File: config.mk
export PLATFORM = sky130hd
export DESIGN_NAME = lsystem_draw_sequencer
export DESIGN_NICKNAME = d
export VERILOG_FILES = /design/src/rtl/lsystem_draw_sequencer.sv
export SDC_FILE = /design/constraint.sdc
export NUM_CORES = 1
export LEC_CHECK = 0
export ABC_AREA = 0
export CORE_MARGIN = 2
export CORE_UTILIZATION = 47
export CTS_BUF_LIST = sky130_fd_sc_hd__clkbuf_8
export DETAILED_ROUTE_END_ITERATION = 12
export HOLD_SLACK_MARGIN = 0.1
export PLACE_DENSITY = 0.89
export SETUP_SLACK_MARGIN = 0.2
export SYNTH_ARGS = -nofsm -noshare
export SYNTH_HDL_FRONTEND = slang
export SYNTH_SLANG_ARGS = --single-unit
File: constraint.sdc
create_clock -name i_clk -period 2 [get_ports i_clk]
set_clock_uncertainty 0.2 [all_clocks]
set_input_delay 0.6 -clock i_clk [delete_from_list [all_inputs] [get_ports i_clk]]
set_output_delay 0.6 -clock i_clk [all_outputs]
set_load 0.01 [all_outputs]
File: src/rtl/lsystem_draw_sequencer.sv
// L-system pass sequencer: clears the frame, walks the selected symbol ROM, issues one line draw per F.
// Turn costs 2 cycles and draw at least 3; clear and draw requests are held until acknowledged, never withdrawn.
module lsystem_draw_sequencer #(
  parameter int SYM_AW    = 12,
  parameter int HEAD_W    = 3,
  parameter int HEAD_INIT = 2,
  parameter int CNT_W     = 16
) (
  input  logic                  i_clk,
  input  logic                  i_reset,
  input  logic [2:0]            i_sys_sel,
  input  logic                  i_start,
  input  logic                  i_abort,
  output logic                  o_busy,
  output logic                  o_done,
  output logic                  o_err,
  output logic                  o_clr_req,
  input  logic                  i_clr_done,
  output logic [3+SYM_AW-1:0]   o_sym_addr,
  input  logic [1:0]            i_sym_data,
  output logic                  o_draw_req,
  input  logic                  i_draw_ack,
  output logic [HEAD_W-1:0]     o_draw_heading,
  output logic [CNT_W-1:0]      o_draw_count
);

  typedef enum logic [2:0] {
    S_IDLE, S_CLEAR, S_FETCH, S_DECODE, S_DRAW, S_FIN
  } state_t;

  localparam logic [1:0] SYM_F   = 2'b00;
  localparam logic [1:0] SYM_P   = 2'b01;
  localparam logic [1:0] SYM_END = 2'b11;

  state_t              r_state;
  state_t              w_state_nxt;
  logic [2:0]          r_sel_q;
  logic [SYM_AW-1:0]   r_ptr;
  logic [HEAD_W-1:0]   r_heading;
  logic [CNT_W-1:0]    r_draw_count;
  logic                r_done;
  logic                r_err;
  logic                r_abort_pend;

  logic w_abort;
  logic w_accept;
  logic w_ptr_inc;
  logic w_turn_up;
  logic w_turn_dn;
  logic w_cnt_inc;
  logic w_set_err;
  logic w_set_done;

  assign w_abort = i_abort | r_abort_pend;

  always_comb begin
    w_state_nxt = r_state;
    w_accept    = 1'b0;
    w_ptr_inc   = 1'b0;
    w_turn_up   = 1'b0;
    w_turn_dn   = 1'b0;
    w_cnt_inc   = 1'b0;
    w_set_err   = 1'b0;
    w_set_done  = 1'b0;
    case (r_state)
      S_IDLE: begin
        if (i_start && !i_abort) begin
          w_accept    = 1'b1;
          w_state_nxt = S_CLEAR;
        end
      end
      S_CLEAR: begin
        if (i_clr_done) w_state_nxt = w_abort ? S_IDLE : S_FETCH;
      end
      S_FETCH: begin
        w_state_nxt = w_abort ? S_IDLE : S_DECODE;
      end
      S_DECODE: begin
        // abort beats END, and ROM overrun is checked before the symbol acts
        if (w_abort) begin
          w_state_nxt = S_IDLE;
        end else if (i_sym_data == SYM_END) begin
          w_state_nxt = S_FIN;
        end else if (&r_ptr) begin
          w_set_err   = 1'b1;
          w_state_nxt = S_FIN;
        end else if (i_sym_data == SYM_F) begin
          w_state_nxt = S_DRAW;
        end else begin
          w_turn_up   = (i_sym_data == SYM_P);
          w_turn_dn   = (i_sym_data != SYM_P);
          w_ptr_inc   = 1'b1;
          w_state_nxt = S_FETCH;
        end
      end
      S_DRAW: begin
        if (i_draw_ack) begin
          if (w_abort) begin
            w_state_nxt = S_IDLE;
          end else begin
            w_cnt_inc   = 1'b1;
            w_ptr_inc   = 1'b1;
            w_state_nxt = S_FETCH;
          end
        end
      end
      S_FIN: begin
        w_set_done  = !r_err;
        w_state_nxt = S_IDLE;
      end
      default: w_state_nxt = S_IDLE;
    endcase
  end

  always_ff @(posedge i_clk or posedge i_reset) begin
    if (i_reset) begin
      r_state      <= S_IDLE;
      r_sel_q      <= '0;
      r_ptr        <= '0;
      r_heading    <= HEAD_W'(HEAD_INIT);
      r_draw_count <= '0;
      r_done       <= 1'b0;
      r_err        <= 1'b0;
      r_abort_pend <= 1'b0;
    end else begin
      r_state      <= w_state_nxt;
      // pending abort lives only while a pass is running
      r_abort_pend <= w_abort && (r_state != S_IDLE) && (w_state_nxt != S_IDLE);
      if (w_accept) begin
        r_sel_q      <= i_sys_sel;
        r_ptr        <= '0;
        r_heading    <= HEAD_W'(HEAD_INIT);
        r_draw_count <= '0;
        r_done       <= 1'b0;
        r_err        <= 1'b0;
      end else begin
        if (w_ptr_inc) r_ptr <= r_ptr + SYM_AW'(1);
        if (w_turn_up) r_heading <= r_heading + HEAD_W'(1);
        if (w_turn_dn) r_heading <= r_heading - HEAD_W'(1);
        if (w_cnt_inc && !(&r_draw_count)) r_draw_count <= r_draw_count + CNT_W'(1);
        if (w_set_err) r_err <= 1'b1;
        if (w_set_done) r_done <= 1'b1;
      end
    end
  end

  assign o_busy         = (r_state != S_IDLE);
  assign o_clr_req      = (r_state == S_CLEAR);
  assign o_draw_req     = (r_state == S_DRAW);
  assign o_done         = r_done;
  assign o_err          = r_err;
  assign o_sym_addr     = {r_sel_q, r_ptr};
  assign o_draw_heading = r_heading;
  assign o_draw_count   = r_draw_count;

endmodule

==> flow_metrics.env <==
export IMPL_place_ws_ns=-0.662
export IMPL_clock_path_buffers=2
export IMPL_hold_buffers=0
export IMPL_drt_wirelength_per_cell_um=23.4
export IMPL_p_per_area_nw_per_um2=654
export IMPL_finalNonFillerCells=425
export IMPL_vias=2728
export IMPL_max_stage_delay_ns=0.43
export IMPL_cts_buffers=5
export IMPL_fp_dieW_um=72.4
export IMPL_grt_ovfl_total=0
export IMPL_finish_instance_area_um2=3990
export IMPL_cts_tree="built"
export IMPL_drt_total_wl_um=9930
export IMPL_ff2ff_setup_slack_ns=-0.33
export IMPL_synth_top_area_share_pct=44.4
export IMPL_cp_num_buf_inv=4
export IMPL_start_kind="register"
export IMPL_cellLeakagePower_nw=1.90
export IMPL_via_per_inst=6.42
export IMPL_drc_errors=0
export IMPL_path_class="register to register"
export IMPL_postRouteAntennaNets=0
export IMPL_reg2reg_to="o_draw_heading[2]$_DFFE_PP0P_"
export IMPL_synthTopCellsByArea="dfrtp_1, xnor2_1, nand2_1, nor2_1, nand3_1"
export IMPL_crit_path_frequent_cell="buf_6"
export IMPL_grt_pass1_wl_um=13200
export IMPL_areaGrowthSynthToFinish_pct=81.6
export IMPL_violations="negative setup slack"
export IMPL_vdd_ir_drop_max_uv=620
export IMPL_synth_nets=247
export IMPL_rr_worst_depth=10
export IMPL_insertion_delay_ns=0.30
export IMPL_clock_sinks=40
export IMPL_cp_arrival_ns=2.31
export IMPL_period_share_pct=116
export IMPL_yosysSeqAreaShare_pct=45.6
export IMPL_hold_end="r_sel_q[1]$_DFFE_PP0P_"
export IMPL_gr_usage_all_layers_pct=32.6
export IMPL_endpoint_kind="register"
export IMPL_placed_area_um2=3040
export IMPL_slew_violations=0
export IMPL_fmaxAchievable_ghz=0.429
export IMPL_slew_headroom_pct=66.7
export IMPL_yosys_warnings=0
export IMPL_finalSetupTns_ns=-5.58
export IMPL_io_pins=50
export IMPL_num_fill_cells=171
export IMPL_setup_viol=34
export IMPL_hold_viol_final=0
export IMPL_netlist_top_cells_count="dfrtp_1, nand2_1, nor2_1"
export IMPL_final_util_pct=89.8
export IMPL_drive_above_1_share_pct=49.6
export IMPL_syn_cell_area_um2=2200
export IMPL_grt_pass1_vias=2577
export IMPL_hold_path_startpoint="r_sel_q[1]$_DFFE_PP0P_"
export IMPL_synthFlopType="dfrtp_1"
export IMPL_die_area_um2=5240
export IMPL_synth_top_area_cell="dfrtp_1"
export IMPL_final_nets=386
export IMPL_synthMostInstantiatedCell="dfrtp_1"
export IMPL_setup_slack_ns=-0.329
export IMPL_ys_ff_latch=40
export IMPL_num_rows=24
export IMPL_whs_path_depth=2
export IMPL_worstPathMaxFanout=5
export IMPL_r2r_start="r_state[0]$_DFF_PP0_"
export IMPL_max_slew_worst_pin_slew_ns=0.498
export IMPL_hold_path_class="register to register"
export IMPL_syn_avg_cell_area_um2=9.44
export IMPL_cp_required_ns=1.98
export IMPL_slowest_stage="dfrtp_1"
export IMPL_dp_hpwl_um=4070
export IMPL_finalWorstPathRequiredPeriod_ns=2.33
export IMPL_port_buffers=49
export IMPL_grt_max_degree=41
export IMPL_cts_root_buf="clkbuf_8"
export IMPL_synthArstFlopShare_pct=100
export IMPL_dp_cells=360
export IMPL_cp_top_family="flip-flops"
export IMPL_status="complete, but fails checks"
export IMPL_place_gp_congestion=0.916
export IMPL_design_core_area_um2=4440
export IMPL_drt_pass1_iter_count=5
export IMPL_drt_iter0_drc=265
export IMPL_start_util_pct=49.5
export IMPL_crit_path_cell_trace="buf_6 -> buf_6 -> buf_12 -> nand4b_4 -> inv_2 -> nand3b_1 -> fa_2 -> xor2_1 -> o211ai_1 -> o31ai_1"
export IMPL_die_h_um=72.4
export IMPL_max_cap_violations=0
export IMPL_clk_pin_slew_ns=0.09
export IMPL_synth_cell_types=45
export IMPL_antenna_found_initial=0
export IMPL_n_antenna_cell=0
export IMPL_cts_max_level=2
export IMPL_synth_edf_count=0
export IMPL_rsz0062_at_grt="yes"
export IMPL_synthCells=233
==> stage by stage <==
step	hold WS (ns)	total power, mW
final	0.296	2.61
after global routing	0.323	2.68
after CTS	0.292	2.37
after detailed placement	0.279	1.58
after global placement	0.269	1.55
after floorplan	0.309	1.25
==> cells by family after synthesis <==
group | share of synthesized area [%]
and+or+nand+nor | 27.3
AOI/OAI and AO/OA | 13.8
DFF | 45.6
buffers and inverters | 4.04
xor gates and xnor gates | 6.77
adders and majority gates | 2.05
muxes | 0.455
==> how the worst max path moves through the flow <==
| stage | from | end | slack, ns | cells after the start |
|---|---|---|---|---|
| after global placement | i_abort | o_draw_heading[2]$_DFFE_PP0P_ | -0.61 | 9 |
| after CTS | r_state[0]$_DFF_PP0_ | o_draw_count[5]$_DFFE_PP0P_ | -0.13 | 8 |
| after detailed placement | i_abort | r_ptr[9]$_DFFE_PP0P_ | -0.66 | 6 |
| after floorplan | i_abort | o_draw_heading[2]$_DFFE_PP0P_ | -0.1 | 8 |
| final | r_state[0]$_DFF_PP0_ | o_draw_heading[2]$_DFFE_PP0P_ | -0.33 | 10 |
| after global routing | r_state[0]$_DFF_PP0_ | o_draw_heading[2]$_DFFE_PP0P_ | -0.34 | 10 |
==> layout by cell type, fill, tap and decap left out, types with 4 or more instances in the layout <==
cell	count
or3_4	4
clkdlybuf4s15_1	7
o21ai_0	5
dfrtp_2	4
a211oi_2	6
clkdlybuf4s50_1	6
buf_2	9
o31ai_1	5
a21oi_2	7
dlygate4sd2_1	15
xnor2_1	14
buf_6	32
nand4_1	6
a21oi_1	4
nand3_1	12
dfrtp_1	35
nor4_4	5
buf_4	60
nor2_1	20
nand2_1	23
inv_1	9
clkbuf_8	5
==> power by group <==
group	switching, mW	total, mW	internal (mW)
Sequential	0.0665	0.951	0.884
Clock	0.322	0.689	0.366
Combinational	0.490	0.971	0.481
Total	0.879	2.61	1.73
==> worst register-to-register path: cells and delay by family (launching register included) <==
family / cells / cell delay, ns
flops: 1 / 0.43
compound gates: 2 / 0.33
simple gates: 2 / 0.27
xor+xnor: 1 / 0.19
buf+inv: 4 / 0.43
fa+ha+maj: 1 / 0.36
==> registers in the layout, indices dropped and copies added, names as in the netlist <==
register        cells
o_done              1
r_state             3
o_draw_heading      3
o_draw_count       16
o_err               1
r_ptr              12
r_sel_q             3
r_abort_pend        1
==> layout make-up <==
class                           count  area, um^2  share of cell area, %
Clock inverter                      3        38.8                  0.971
Multi-Input combinational cell    176        1500                   37.7
Clock buffer                        5        68.8                   1.72
Timing Repair Buffer              140        1270                   31.9
Tap cell                           52        65.1                   1.63
Inverter                            9        33.8                  0.846
Sequential cell                    40        1010                   25.2
==> repair_timing <==
action                     CTS  global route
setup endpoints to repair   78            62
resized for setup          153            58
buffers inserted            40            14
cloned                       2             1
pin swaps                   39            18
==> routing by layer <==
metal	GRT usage, %	up-vias	wire, um
met4	13.8	0	530
met5	0	-	0
li1	-	1128	-
met2	54.8	249	4660
met3	5.56	54	1040
met1	41.6	1297	3700
No activity file was read; power rests on OpenSTA's default activity.
